[config.mk]
export PLATFORM = sky130hd
export DESIGN_NAME = change_event_scheduler
export DESIGN_NICKNAME = d
export VERILOG_FILES = /design/src/rtl/change_event_pkg.sv /design/src/rtl/change_event_scheduler_rr_arbiter.sv /design/src/rtl/change_event_scheduler.sv
export SDC_FILE = /design/constraint.sdc
export NUM_CORES = 1
export LEC_CHECK = 0
export BUFFER_PORTS_ARGS = -buffer_cell sky130_fd_sc_hd__buf_2
export CAP_MARGIN = 20
export CORE_ASPECT_RATIO = 1.25
export CORE_UTILIZATION = 55
export DETAILED_ROUTE_END_ITERATION = 10
export PLACE_DENSITY_LB_ADDON = 0.25
export SYNTH_ARGS = -nofsm -noshare
export SYNTH_HDL_FRONTEND = slang
export SYNTH_HIERARCHICAL = 1
export SYNTH_SLANG_ARGS = --single-unit
[constraint.sdc]
create_clock -name clock -period 5.8 [get_ports clock]
set_clock_uncertainty 0.15 [all_clocks]
set_input_delay 0.87 -clock clock [delete_from_list [all_inputs] [get_ports clock]]
set_output_delay 0.87 -clock clock [all_outputs]
set_load 0.05 [all_outputs]
[src/rtl/change_event_pkg.sv]
// change_event_pkg: shared widths, state encoding and event record for the change scheduler
package change_event_pkg;

    localparam int NUM_CH_DEF = 4;
    localparam int DATA_W_DEF = 4;
    localparam int TS_W_DEF   = 16;

    // Channel index width, never below one bit so ev_ch always exists
    function automatic int clog2_min1(input int n);
        return (n <= 2) ? 1 : $clog2(n);
    endfunction

    localparam int CH_W_DEF = clog2_min1(NUM_CH_DEF);

    typedef enum logic {
        IDLE,
        HOLD
    } out_state_e;

    typedef struct packed {
        logic [CH_W_DEF-1:0]   ch;
        logic [DATA_W_DEF-1:0] value;
        logic [TS_W_DEF-1:0]   tstamp;
    } event_t;

endpackage

[src/rtl/change_event_scheduler_rr_arbiter.sv]
// rr_arbiter: combinational round-robin pick of the first request at or after ptr
module rr_arbiter #(
    parameter int NUM_CH = 4,
    parameter int CH_W   = 2
) (
    input  logic [NUM_CH-1:0] req_i,
    input  logic [CH_W-1:0]   ptr_i,
    output logic [NUM_CH-1:0] gnt_o,
    output logic [CH_W-1:0]   idx_o
);

    logic            found;
    logic [CH_W-1:0] pos;

    // Scan ptr, ptr+1, ... wrapping at NUM_CH; first hit wins
    always_comb begin
        gnt_o = '0;
        idx_o = '0;
        found = 1'b0;
        pos   = '0;
        for (int k = 0; k < NUM_CH; k++) begin
            pos = CH_W'((int'(ptr_i) + k) % NUM_CH);
            if (!found && req_i[pos]) begin
                found      = 1'b1;
                gnt_o[pos] = 1'b1;
                idx_o      = pos;
            end
        end
    end

endmodule

[src/rtl/change_event_scheduler.sv]
// change_event_scheduler: per-channel change capture with round-robin valid/ready event output
module change_event_scheduler
    import change_event_pkg::*;
#(
    parameter int NUM_CH = NUM_CH_DEF,
    parameter int DATA_W = DATA_W_DEF,
    parameter int TS_W   = TS_W_DEF
) (
    input  logic                              clock,
    input  logic                              reset,
    input  logic [NUM_CH*DATA_W-1:0]          data_in,
    output logic                              ev_valid,
    input  logic                              ev_ready,
    output logic [clog2_min1(NUM_CH)-1:0]     ev_ch,
    output logic [DATA_W-1:0]                 ev_value,
    output logic [TS_W-1:0]                   ev_time,
    output logic [NUM_CH-1:0]                 ovf,
    input  logic                              ovf_clr
);

    localparam int CH_W = clog2_min1(NUM_CH);

    out_state_e                 state_q, state_d;
    logic [TS_W-1:0]            ts_q;
    logic                       armed_q;
    logic [NUM_CH*DATA_W-1:0]   prev_q;
    logic [NUM_CH*DATA_W-1:0]   cap_val_q, cap_val_d;
    logic [NUM_CH*TS_W-1:0]     cap_ts_q, cap_ts_d;
    logic [NUM_CH-1:0]          pending_q, pending_d;
    logic [NUM_CH-1:0]          ovf_q, ovf_d;
    logic [CH_W-1:0]            rr_ptr_q, rr_ptr_d;
    logic [CH_W-1:0]            ev_ch_q, ev_ch_d;
    logic [DATA_W-1:0]          ev_value_q, ev_value_d;
    logic [TS_W-1:0]            ev_time_q, ev_time_d;
    logic [NUM_CH-1:0]          change, gnt, gnt_mask;
    logic [CH_W-1:0]            gnt_idx;
    logic                       grant;

    rr_arbiter #(
        .NUM_CH(NUM_CH),
        .CH_W  (CH_W)
    ) u_arb (
        .req_i(pending_q),
        .ptr_i(rr_ptr_q),
        .gnt_o(gnt),
        .idx_o(gnt_idx)
    );

    // A channel changed when armed and its input differs from the last seen value
    always_comb begin
        change = '0;
        for (int i = 0; i < NUM_CH; i++)
            change[i] = armed_q && (data_in[i*DATA_W +: DATA_W] != prev_q[i*DATA_W +: DATA_W]);
    end

    // Capture, pending and overwrite bookkeeping; a same-edge grant reads the old capture
    always_comb begin
        cap_val_d = cap_val_q;
        cap_ts_d  = cap_ts_q;
        for (int i = 0; i < NUM_CH; i++) begin
            if (change[i]) begin
                cap_val_d[i*DATA_W +: DATA_W] = data_in[i*DATA_W +: DATA_W];
                cap_ts_d[i*TS_W +: TS_W]      = ts_q;
            end
        end
        gnt_mask  = grant ? gnt : '0;
        pending_d = (pending_q & ~gnt_mask) | change;
        ovf_d     = ovf_clr ? '0 : (ovf_q | (change & pending_q & ~gnt_mask));
    end

    // Output FSM: load a new event whenever the slot is empty or being drained
    always_comb begin
        state_d    = state_q;
        rr_ptr_d   = rr_ptr_q;
        ev_ch_d    = ev_ch_q;
        ev_value_d = ev_value_q;
        ev_time_d  = ev_time_q;
        grant      = (state_q == IDLE || ev_ready) && (|pending_q);
        if (grant) begin
            state_d    = HOLD;
            ev_ch_d    = gnt_idx;
            ev_value_d = cap_val_q[gnt_idx*DATA_W +: DATA_W];
            ev_time_d  = cap_ts_q[gnt_idx*TS_W +: TS_W];
            rr_ptr_d   = (gnt_idx == CH_W'(NUM_CH - 1)) ? '0 : gnt_idx + CH_W'(1);
        end else if (state_q == HOLD && ev_ready) begin
            state_d = IDLE;
        end
    end

    // State registers; prev simply tracks data_in since unchanged channels already match
    always_ff @(posedge clock or posedge reset) begin
        if (reset) begin
            state_q    <= IDLE;
            ts_q       <= '0;
            armed_q    <= 1'b0;
            prev_q     <= '0;
            cap_val_q  <= '0;
            cap_ts_q   <= '0;
            pending_q  <= '0;
            ovf_q      <= '0;
            rr_ptr_q   <= '0;
            ev_ch_q    <= '0;
            ev_value_q <= '0;
            ev_time_q  <= '0;
        end else begin
            state_q    <= state_d;
            ts_q       <= ts_q + TS_W'(1);
            armed_q    <= 1'b1;
            prev_q     <= data_in;
            cap_val_q  <= cap_val_d;
            cap_ts_q   <= cap_ts_d;
            pending_q  <= pending_d;
            ovf_q      <= ovf_d;
            rr_ptr_q   <= rr_ptr_d;
            ev_ch_q    <= ev_ch_d;
            ev_value_q <= ev_value_d;
            ev_time_q  <= ev_time_d;
        end
    end

    assign ev_valid = (state_q == HOLD);
    assign ev_ch    = ev_ch_q;
    assign ev_value = ev_value_q;
    assign ev_time  = ev_time_q;
    assign ovf      = ovf_q;

endmodule

### Yosys cells after proc, flatten, opt, wreduce, memory -nomap -nowiden

Index checks and enable logic that the tools add are counted.

| word-level totals | value |
|---|---|
| register bits after elaboration | 146 |
| bits of input ports | 20 |
| logic and storage cells | 99 |

| operators by class | value |
|---|---|
| $add $sub $neg | 5 |
| $lt $le $gt $ge | 8 |
| equality and inequality tests | 5 |
| shifts and indexed selects | 2 |
| muxes and demuxes | 32 |
| bitwise gates (word level) | 10 |
| reductions and logical operators | 19 |

Operators with widths:

| kind | count |
|---|---|
| $shiftx A64 B7 Y16 | 1 |
| $mux W4 | 6 |
| $or A4 B4 Y4 | 5 |
| $add A16 B1 Y16 const B | 1 |
| $ne A4 B4 Y1 | 4 |
| $shiftx A16 B5 Y4 | 1 |
| $logic_and A1 B1 Y1 | 13 |
| $mux W1 | 13 |
| $and A4 B4 Y4 | 3 |
| $lt A2 B3 Y1 const B | 4 |
| $mux W2 | 5 |
| $bmux W1 S2 | 4 |
| $demux W1 S2 | 4 |
| $ge A2 B1 Y1 const B | 4 |
| $add A2 B1 Y2 const B | 2 |
| $add A2 B2 Y2 const B | 2 |
| $not A4 Y4 | 1 |
| $reduce_or A4 Y1 | 1 |
| $logic_not A1 Y1 | 3 |
| $eq A2 B2 Y1 const B | 1 |
| $reduce_bool A2 Y1 | 1 |
| $logic_or A1 B1 Y1 | 1 |
| $not A1 Y1 | 1 |

### Longest topological paths before layout

| depth | value |
|---|---|
| word-level depth | 17 |
| mapped depth | 11 |
| gate-level depth less buffers | 10 |

### Cells and area by module

Netlist, hierarchy kept.

Modules (own cells, without submodules):

| module | times used | cells an instance | area an instance (sq um) | sequential area each (sq um) |
|---|---|---|---|---|
| change_event_scheduler | 1 | 380 | 6,068.3 | 3,653.5 |
| rr_arbiter | 1 | 46 | 419.2 | 0.0 |

### Least setup slack after synthesis

Ideal clock, no wire load.

| path | value |
|---|---|
| kind | reg2reg |
| start | register rr_ptr_q[0] |
| end | register ev_time_q[10] (netlist: ev_time[10]) |
| data arrival time | 3.241 ns |
| required time | 5.525 ns |
| slack | 2.284 ns |
| stages on the path, launching flop included | 10 |
| path buffers | 2 |
| period minus slack after synthesis | 3.516 ns |
| cells stage by stage | dfrtp_1 -> buf_2 -> inv_1 -> ha_1 -> mux4_2 -> nor2_1 -> o31ai_1 -> buf_2 -> mux4_2 -> mux2_2 |

| between the ends | value |
|---|---|
| word-level cells in the longest chain between the ends | 13 |

Ends and longest elaborated chain:

| element | RTL line | text |
|---|---|---|
| from (decl) | change_event_scheduler.sv:31 | `logic [CH_W-1:0] rr_ptr_q, rr_ptr_d;` |
| from (signal assigned) | change_event_scheduler.sv:114 | `rr_ptr_q <= rr_ptr_d;` |
| parallel branches: the longest is 11 deep, another holds $add A2 B1 Y2 | -- |  |
| $mux W2 (*) | change_event_scheduler_rr_arbiter.sv:23 | `if (!found && req_i[pos]) begin` |
| net gnt_idx[0] | change_event_scheduler.sv:36 | `logic [CH_W-1:0] gnt_idx;` |
| $shiftx A64 B7 Y16 (*) | change_event_scheduler.sv:83 | `ev_time_d = cap_ts_q[gnt_idx*TS_W +: TS_W];` |
| to (signal assigned) | change_event_scheduler.sv:117 | `ev_time_q <= ev_time_d;` |
| to (decl) | change_event_scheduler.sv:34 | `logic [TS_W-1:0] ev_time_q, ev_time_d;` |

Mark *: on every way through the listed nets, which the timed path passes. The select of a mux whose other input is x is not followed.
A chain may end at the register's enable or synchronous reset.

### Worst setup path after layout

| path | value |
|---|---|
| start | register rr_ptr_q[0] |
| end | register ev_time_q[8] (netlist: ev_time[8]) |

The elaborated chain is that of the path after synthesis.

==> summary.md <==
| Metric | Value |
|---|---|
| Type of element capturing the critical path | flop |
| Post-synthesis async set-or-reset flop share | 1.00 |
| Total of max-cap violations | 0 |
| Iteration-0 DRC Markers | 245 |
| TritonCTS buffer count | 17 |
| Routability congestion estimate | 0.820 |
| CTS tree | built |
| Die Wd | 99.1 µm |
| Post-synthesis net count | 453 |
| Number of global-route vias before repair | 3,941 |
| Fmax | 243 MHz |
| Crit. Startpoint | rr_ptr_q[0]$_DFFE_PP0P_ |
| First-pass GRT wire length | 20,200 µm |
| Register area share after synthesis | 0.563 |
| Cells after DPL | 597 |
| Synth area leader | dfrtp_1 |
| Synth Instances | 426 |
| Hold Path Class | flop to flop |
| Fin util | 0.644 |
| Fraction of layout cells with a size suffix above 1 | 0.437 |
| RSZ-0062 raised after global routing | false |
| H-tree depth | 4 |
| Top cells by count, synth | dfrtp_1, mux2_2, mux4_2 |
| Worst VDD drop | 251 µV |
| Starting density of the core | 0.561 |
| Synth Warn # | 6 |
| Final ANT Viol Nets | 0 |
| Vias | 3,682 |
| Required time of the critical path | 5950 ps |
| DRC violations left | 0 |
| Post-CTS setup buffer count | 0 |
| CTS Buffer Depth | 2 |
| Arrival time worst endpoint | 4270 ps |
| Clock Pin Slew Worst Setup and Hold Paths | 60 ps |
| CORE AREA | 11,600 µm² |
| TritonCTS Sinks | 146 |
| Routed Wire Length | 12,300 µm |
| Top-count cell post-synth | dfrtp_1 |
| Measured slew at the worst slew-check pin | 871 ps |
| Final non-filler cell total | 628 |
| Number of synthesized register bits | 146 |
| Latest clock arrival within the worst-skew pair | 410 ps |
| Post-layout minimum cycle time | 4120 ps |
| Cell Area, Synth | 6490 µm² |
| First drt pass iteration count | 4 |
| Largest net degree at the start of global routing | 89 |
| Hold_sp | ovf[3]$_DFF_PP0_ |
| Post_cts resized | 0 |
| Gr usage total | 0.222 |
| Io pins | 47 |
| Relative slew slack | 0.418 |
| Leakage | 3.42 nW |
| Overflow after GRT | 0 |
| Pwr dens | 466 nW/µm² |
| Root buffer cell | clkbuf_16 |
| Final HPWL from detailed placement | 7470 µm |
| # port buffers | 46 |
| Synth top area share | 0.563 |
| Top post-synthesis cells by area | dfrtp_1, mux2_2, mux4_2, xor2_1, o41ai_4 |
| Final WS setup | 1680 ps |
| Die Y | 123 µm |
| Top FF cell, synth | dfrtp_1 |
| Pre-CTS WS | 1670 ps |
| CP Class | flop to flop |
| Final setup TNS | 0 ps |
| Number of synthesized flops with an enable pin | 0 |
| Fin. Hold Viols | 0 |
| Unique masters post-synth | 40 |
| Final net count | 505 |
| Syn Area/Cell | 15.2 µm² |
| Full die area | 12,200 µm² |
| Final setup violation count | 0 |
| Antenna diode count | 0 |
| Row count | 44 |
| CTS Hold Buffers Added | 0 |
| Final worst-path cycle share | 0.711 |
| P&R area growth vs syn | 14.7% |
| DR vias/cell | 5.86 |
| Status | complete, no violations |
| Critical path launch point type | flop |
| Reg2reg start | rr_ptr_q[0]$_DFFE_PP0P_ |
| Final Max Slew Viols | 0 |
| Antenna violations before repair | 0 |
| Drt wl/cell | 19.6 µm |
| Worst-path fanout max | 15 |
## flip-flops by register name, summed over array words and instances (netlist names)
signal and flops:
armed_q 1, cap_ts_q 64, cap_val_q 16, ev_ch 2, ev_time 16, ev_valid 1
ev_value 4, ovf 4, pending_q 4, prev_q 16, rr_ptr_q 2, ts_q 16
## stage by stage
step,instance area (µm²),hold slack [ps],total power (W)
2_1_floorplan,6490,294,0.00208
3_3_place_gp,6820,307,0.00230
3_5_place_dp,6820,324,0.00233
4_1_cts,7440,336,0.00350
5_1_grt,7440,363,0.00363
6_report,7440,333,0.00347
## per-layer routing
layer | share of wire | vias up | track usage
li1 | - | 1656 | -
met1 | 0.43 | 1946 | 0.279
met2 | 0.53 | 57 | 0.379
met3 | 0.024 | 23 | 0.0464
met4 | 0.020 | 0 | 0.0901
met5 | 0 | - | 0
## report_power, final
group	leakage [nW]	switching [W]	internal, W
Combinational	1.30	0.000626	0.000476
Clock	0.304	0.000403	0.000758
Sequential	1.82	0.0000888	0.00111
Total	3.42	0.00112	0.00235
## kinds of logic after synthesis
family,synth area share
adders and majority gates,0.0135
buffers and inverters,0.0282
muxes,0.261
xor gates and xnor gates,0.0405
DFF,0.563
and+or+nand+nor,0.0471
AOI/OAI and AO/OA,0.0465
other,0.000578
## final cells by class
class | count | area [µm²]
Clock buffer | 20 | 437
Clock inverter | 11 | 186
Fill cell | 835 | 4120
Inverter | 6 | 27.5
Multi-Input combinational cell | 253 | 2670
Sequential cell | 146 | 3650
Tap cell | 138 | 173
Timing Repair Buffer | 54 | 290
## worst max-delay path: stages, from the launching register on
cell and delay, ps:
dfrtp_1 700, inv_1 170, ha_1 450, mux4_2 460
nor2b_4 200, o21ai_1 80, and3_1 200, o22ai_2 610
buf_4 360, mux4_2 330, mux2_2 270
## cells in the final DEF (no fill, tap or decap), drive strengths merged
cell,count
nand4,5
o21bai,1
buf,54
nand3b,1
nor4,1
xnor2,12
clkbuf,20
clkinvlp,1
nand2b,6
mux2,100
bufinv,5
nor3,2
o21a,1
a22o,1
o21ai,11
xor2,18
and3,5
o41ai,4
a22oi,8
clkinv,5
o22ai,1
dfrtp,146
inv,6
nor2b,1
nor2,6
a32oi,1
conb,1
o31ai,5
mux4,24
nand2,21
mux2i,2
ha,7
nand3,6
and4,2
## worst paths after layout
check / cells past startpoint / slack [ps] / to
setup reg to reg: 10 / 1680 / ev_time[8]$_DFFE_PP0P_
max in group asynchronous: 3 / 3790 / ev_time[5]$_DFFE_PP0P_
hold reg to reg: 2 / 330 / ovf[3]$_DFF_PP0_
setup / recovery: 10 / 1680 / ev_time[8]$_DFFE_PP0P_
hold / removal: 2 / 330 / ovf[3]$_DFF_PP0_
min in group asynchronous: 2 / 450 / cap_ts_q[58]$_DFFE_PP0P_
Note: power is estimated with default switching activity, not from simulation.
